<file path="config.mk">
export PLATFORM = sky130hd
export DESIGN_NAME = id_stage
export DESIGN_NICKNAME = d
export VERILOG_FILES = /design/src/rtl/id_stage_pkg.sv /design/src/rtl/id_stage_reg_file.sv /design/src/rtl/id_stage.sv
export SDC_FILE = /design/constraint.sdc
export NUM_CORES = 2
export LEC_CHECK = 0
export ABC_CLOCK_PERIOD_IN_PS = 5150
export BUFFER_PORTS_ARGS = -buffer_cell sky130_fd_sc_hd__buf_4
export CORE_UTILIZATION = 25
export CTS_BUF_LIST = sky130_fd_sc_hd__clkbuf_2
export DETAILED_ROUTE_END_ITERATION = 16
export PLACE_DENSITY = 0.42
export SKIP_CTS_REPAIR_TIMING = 1
export SYNTH_ARGS = -nofsm -noshare
export SYNTH_HDL_FRONTEND = slang
export SYNTH_SLANG_ARGS = --single-unit
</file>
<file path="constraint.sdc">
create_clock -name clk -period 5.15 [get_ports clk]
set_input_delay 0.515 -clock clk [delete_from_list [all_inputs] [get_ports clk]]
set_output_delay 0.515 -clock clk [all_outputs]
set_load 0.01 [all_outputs]
</file>
<file path="src/rtl/id_stage_pkg.sv">
// Shared decode constants and the control bundle for the ID stage; the EX/Wb bit
// positions are also used by the execute stage.
package id_stage_pkg;

  localparam logic [5:0] OP_RTYPE = 6'b000000;
  localparam logic [5:0] OP_LW    = 6'b100011;
  localparam logic [5:0] OP_SW    = 6'b101011;
  localparam logic [5:0] OP_BEQ   = 6'b000100;
  localparam logic [5:0] OP_ADDI  = 6'b001000;

  localparam logic [1:0] ALUOP_ADD   = 2'b00;
  localparam logic [1:0] ALUOP_SUB   = 2'b01;
  localparam logic [1:0] ALUOP_FUNCT = 2'b10;

  localparam int EX_ALUSRC   = 0;
  localparam int EX_ALUOP_LO = 1;
  localparam int EX_ALUOP_HI = 2;
  localparam int EX_REGDST   = 3;

  localparam int WB_MEMTOREG = 0;
  localparam int WB_REGWRITE = 1;

  typedef struct packed {
    logic [3:0] ex;
    logic [1:0] wb;
    logic       mem_read;
    logic       mem_write;
  } ctrl_t;

  function automatic ctrl_t decode(input logic [5:0] opcode);
    ctrl_t c;
    c = '0;
    case (opcode)
      OP_RTYPE: begin
        c.ex[EX_REGDST]                  = 1'b1;
        c.ex[EX_ALUOP_HI:EX_ALUOP_LO]    = ALUOP_FUNCT;
        c.wb[WB_REGWRITE]                = 1'b1;
      end
      OP_LW: begin
        c.ex[EX_ALUSRC]                  = 1'b1;
        c.ex[EX_ALUOP_HI:EX_ALUOP_LO]    = ALUOP_ADD;
        c.wb[WB_REGWRITE]                = 1'b1;
        c.wb[WB_MEMTOREG]                = 1'b1;
        c.mem_read                       = 1'b1;
      end
      OP_SW: begin
        c.ex[EX_ALUSRC]                  = 1'b1;
        c.ex[EX_ALUOP_HI:EX_ALUOP_LO]    = ALUOP_ADD;
        c.mem_write                      = 1'b1;
      end
      OP_BEQ: begin
        c.ex[EX_ALUOP_HI:EX_ALUOP_LO]    = ALUOP_SUB;
      end
      OP_ADDI: begin
        c.ex[EX_ALUSRC]                  = 1'b1;
        c.ex[EX_ALUOP_HI:EX_ALUOP_LO]    = ALUOP_ADD;
        c.wb[WB_REGWRITE]                = 1'b1;
      end
      default: c = '0;
    endcase
    return c;
  endfunction

endpackage

</file>
<file path="src/rtl/id_stage_reg_file.sv">
// 2-read / 1-write register file: r0 hardwired to zero, reads see a same-cycle
// writeback so WB and ID can share a cycle without a separate forwarding path.
module reg_file #(
  parameter int NREG = 32
) (
  input  logic        clk,
  input  logic        rst,
  input  logic [4:0]  raddr1,
  input  logic [4:0]  raddr2,
  output logic [31:0] rdata1,
  output logic [31:0] rdata2,
  input  logic        we,
  input  logic [4:0]  waddr,
  input  logic [31:0] wdata
);

  logic [31:0] regs_reg [NREG];
  logic        wr_en;

  assign wr_en = we && (waddr != 5'd0);

  always_ff @(posedge clk) begin
    if (rst) begin
      for (int i = 0; i < NREG; i++) regs_reg[i] <= '0;
    end else begin
      for (int i = 1; i < NREG; i++) begin
        if (wr_en && waddr == 5'(i)) regs_reg[i] <= wdata;
      end
    end
  end

  always_comb begin
    rdata1 = regs_reg[raddr1];
    rdata2 = regs_reg[raddr2];
    if (wr_en && waddr == raddr1) rdata1 = wdata;
    if (wr_en && waddr == raddr2) rdata2 = wdata;
    if (raddr1 == 5'd0) rdata1 = '0;
    if (raddr2 == 5'd0) rdata2 = '0;
  end

endmodule

</file>
<file path="src/rtl/id_stage.sv">
// MIPS instruction-decode stage: control decode, register read, hazard
// detection, early beq resolution and the ID/EX pipeline register.
module id_stage
  import id_stage_pkg::*;
#(
  parameter int NREG = 32
) (
  input  logic        clk,
  input  logic        rst,
  input  logic [31:0] instr,
  input  logic [31:0] pc_plus4,
  input  logic        wb_reg_write,
  input  logic [4:0]  wb_dest,
  input  logic [31:0] wb_data,
  input  logic        mem_reg_write,
  input  logic [4:0]  mem_dest,
  output logic [31:0] data1,
  output logic [31:0] data2,
  output logic [31:0] sign_extend,
  output logic [3:0]  EX,
  output logic [4:0]  Rs,
  output logic [4:0]  Rt,
  output logic [4:0]  Rd,
  output logic [1:0]  Wb,
  output logic        MemR,
  output logic        MemW,
  output logic        pc_write,
  output logic        ifid_write,
  output logic        ifid_flush,
  output logic [31:0] branch_target
);

  logic [5:0]  opcode;
  logic [4:0]  rs, rt, rd;
  logic [31:0] imm_sext;
  logic [31:0] rd1, rd2;
  ctrl_t       ctrl;
  logic        is_beq;
  logic [4:0]  idex_dest;
  logic        load_use, branch_stall, stall, branch_taken;

  logic [31:0] data1_reg, data2_reg, sext_reg;
  logic [3:0]  ex_reg;
  logic [1:0]  wb_reg;
  logic [4:0]  rs_reg, rt_reg, rd_reg;
  logic        memr_reg, memw_reg;

  assign opcode   = instr[31:26];
  assign rs       = instr[25:21];
  assign rt       = instr[20:16];
  assign rd       = instr[15:11];
  assign imm_sext = {{16{instr[15]}}, instr[15:0]};
  assign ctrl     = decode(opcode);
  assign is_beq   = (opcode == OP_BEQ);

  reg_file #(.NREG(NREG)) u_reg_file (
    .clk    (clk),
    .rst    (rst),
    .raddr1 (rs),
    .raddr2 (rt),
    .rdata1 (rd1),
    .rdata2 (rd2),
    .we     (wb_reg_write),
    .waddr  (wb_dest),
    .wdata  (wb_data)
  );

  // Hazards are judged against our own registered ID/EX fields.
  assign idex_dest = ex_reg[EX_REGDST] ? rd_reg : rt_reg;
  assign load_use  = memr_reg && (rt_reg == rs || rt_reg == rt);

  assign branch_stall = is_beq &&
    ((wb_reg[WB_REGWRITE] && idex_dest != 5'd0 && (idex_dest == rs || idex_dest == rt)) ||
     (mem_reg_write && mem_dest != 5'd0 && (mem_dest == rs || mem_dest == rt)));

  assign stall        = load_use || branch_stall;
  assign branch_taken = is_beq && !stall && (rd1 == rd2);

  assign pc_write      = rst || !stall;
  assign ifid_write    = rst || !stall;
  assign ifid_flush    = !rst && branch_taken;
  assign branch_target = pc_plus4 + {imm_sext[29:0], 2'b00};

  always_ff @(posedge clk) begin
    if (rst || stall) begin
      data1_reg <= '0;
      data2_reg <= '0;
      sext_reg  <= '0;
      ex_reg    <= '0;
      wb_reg    <= '0;
      rs_reg    <= '0;
      rt_reg    <= '0;
      rd_reg    <= '0;
      memr_reg  <= 1'b0;
      memw_reg  <= 1'b0;
    end else begin
      data1_reg <= rd1;
      data2_reg <= rd2;
      sext_reg  <= imm_sext;
      ex_reg    <= ctrl.ex;
      wb_reg    <= ctrl.wb;
      rs_reg    <= rs;
      rt_reg    <= rt;
      rd_reg    <= rd;
      memr_reg  <= ctrl.mem_read;
      memw_reg  <= ctrl.mem_write;
    end
  end

  assign data1       = data1_reg;
  assign data2       = data2_reg;
  assign sign_extend = sext_reg;
  assign EX          = ex_reg;
  assign Wb          = wb_reg;
  assign Rs          = rs_reg;
  assign Rt          = rt_reg;
  assign Rd          = rd_reg;
  assign MemR        = memr_reg;
  assign MemW        = memw_reg;

endmodule

</file>
==> impl_metrics.toml <==
[outcome]
violations = "setup timing"
status = "finished with violations"

[cts]
clk_pin_slew_ns = 0.08
htreeDepth = 5
clk_path_buf_depth = 4
cts_tree = "done"
clock-sinks = 1089
cts_made_buffers = 323
clock_latency_ns = 1.82
cts_root_buffer = "clkbuf_2"

[critical_path]
cp.arrival_ns = 5.36
required_ns = 4.64
critPathLaunchType = "input pin"
worst-setup-path-type = "input pin to output pin"
reg2regPathDepth = 10
worst_setup_path_end_kind = "output pin"
cp_max_fo = 10

[sta]
layout_min_cycle_time_ns = 5.87
setup_violations = 1
setup_tns_ns = -0.722
tightest_slew_ns = 1.24
period_share_pct = 114
rsz0062_at_grt = "true"
fmax_mhz = 170
hold_viol = 0
drv_slew = 0
fin_skew_ns = 0.175
slew_headroom_pct = 17.0
timing.final.ws_setup_ns = -0.722

[yosys]
synth_edf_count = 992
ys_async_sr_fraction_pct = 0
yosysTopAreaCell = "edfxtp_1"
post_synth_num_cell_types = 75
synth_ff_type = "edfxtp_1"
synth_area_leaders = "edfxtp_1, mux4_2, nor2_1, dfxtp_1, clkbuf_1"
synth_commonest_cells = "edfxtp_1, nor2_1, mux4_2"
synth.most_common_cell = "edfxtp_1"
synth_top_area_share_pct = 54.7
synthCells = 3590
syn_area_um2 = 54500
synth.avg_cell_area_um2 = 15.2
yosysWarningCount = 0
ys_seq_elements = 1089
syn_nets = 3730
yosysSeqAreaShare_pct = 58.2

[detailed_routing]
first_pass_iters = 5
wire_per_inst_um = 32.3
dr.first_iter.drc_count = 3992
ant_nets = 0
routed_wl_um = 238000
drc = 0
viasPerCell = 5.20
via_count = 38233

[layout]
nFillCells = 21860
largest_reg_flops = 992
drive_gt1_share_pct = 36.8
area_growth_pct = 20.4
stdcell_count = 7352
nets = 4418

[placement]
io_buffers = 259
dp_hpwl_um = 148000
pre_cts_ws_ns = -0.215
gp_congestion = 0.846
dp.cells = 6617

[die]
io_pins = 264
core.rowCount = 171
initial_core_util_pct = 25.1
die_x_um = 469
dieArea_um2 = 220000
die_h_um = 469
coreArea_um2 = 217000

[global_route]
use_met1_pct = 26.9
grt_use_met2_pct = 34.6
met3_usage_pct = 4.31
grt_max_degree = 77
grt_pass1_vias = 37986
grt.busiest_layer = "met2"
antenna_found_initial = 18
grt_pass1_wl_um = 316000
track_usage_pct = 21.0
overflow = 0

[hold_path]
hold_path.class = "input pin to flip-flop"
holdPathStages = 8

[power]
p_per_area_nw_per_um2 = 316
p_leak_uw = 0.0231
finalPower_uw = 20800
ir_drop_v = 0.000273

[run]
cap_violations = 0
## path summary, 6_finish.rpt
check                                    from    endpoint  slack [ns]
setup / recovery                   wb_dest[1]  ifid_flush       -0.72
hold / removal                      instr[22]   data1[29]        0.02
setup reg to reg                        EX[3]    data1[2]        1.78
hold reg to reg   u_reg_file.regs_reg[17][29]   data1[29]        1.11
## where the power goes
| group | switching, uW | internal (uW) |
|---|---|---|
| registers | 296 | 10300 |
| logic | 2140 | 1690 |
| clock network | 3980 | 2370 |
## layout by cell type (no fill, tap or decap), types with 13 or more instances in the layout
master and instances:
buf_4 490, nand3_1 18, inv_1 63, nand2_1 99
ha_1 29, diode_2 13, and3_1 18, dfxtp_1 96
nor2b_1 20, mux2i_1 46, clkinv_1 66, clkbuf_2 449
xor2_1 31, nand2b_2 17, edfxtp_1 992, nand2b_1 45
o2bb2ai_1 14, nand2_2 17, nor3_1 28, nor4_1 13
mux2_2 50, xnor2_1 61, mux4_2 522, a21o_1 17
a221oi_1 58, buf_12 29, a21oi_1 44, o221ai_1 15
nor2_1 701, o21ai_0 35, dlygate4sd3_1 190
## cells by family after synthesis
kind of cell    after synthesis  share of synthesized area [%]
flops                      1089                           58.2
simple gates               1016                           7.87
mux                         618                           23.5
buf+inv                     419                           3.66
compound gates              325                           4.59
xor+xnor                     93                           1.49
fa+ha+maj                    30                          0.703
## cell type report
cell class	count	area [um^2]	share of cell area (%)
clock inverters	83	357	0.544
repair buffers	714	6230	9.50
inverters	68	263	0.401
diodes	13	32.5	0.0496
clock buffers	449	2250	3.43
flip-flops and latches	1089	31700	48.4
multi-input cells	2082	21200	32.3
well taps	2854	3570	5.44
## critical path: stages
cell           delay (ns)
buf_4                0.11
dlygate4sd3_1        0.82
or2_1                0.43
o41a_1               0.35
buf_4                0.27
nand3_2              0.34
nand2_1              0.54
buf_4                0.28
o221ai_1             0.21
xor2_1               0.23
nor2_1               0.25
nand4_1              0.28
nor4_4               0.41
buf_4                0.20
buf_6                0.10
## metal layers
layer	routed length, um	vias to the layer above
li1	-	15598
met1	96600	20312
met2	114000	1898
met3	18300	419
met4	8820	6
met5	36	-
## metrics by stage
step	area [um^2]	hold WS (ns)	utilization, %
CTS	63600	-1.26	29.3
global route	65600	0.00295	30.2
global placement	61000	0.746	28.1
detailed placement	61000	0.745	28.1
finish	65600	0.0207	30.2
floorplan	54500	0.592	-
No activity file was read; power rests on OpenSTA's default activity.
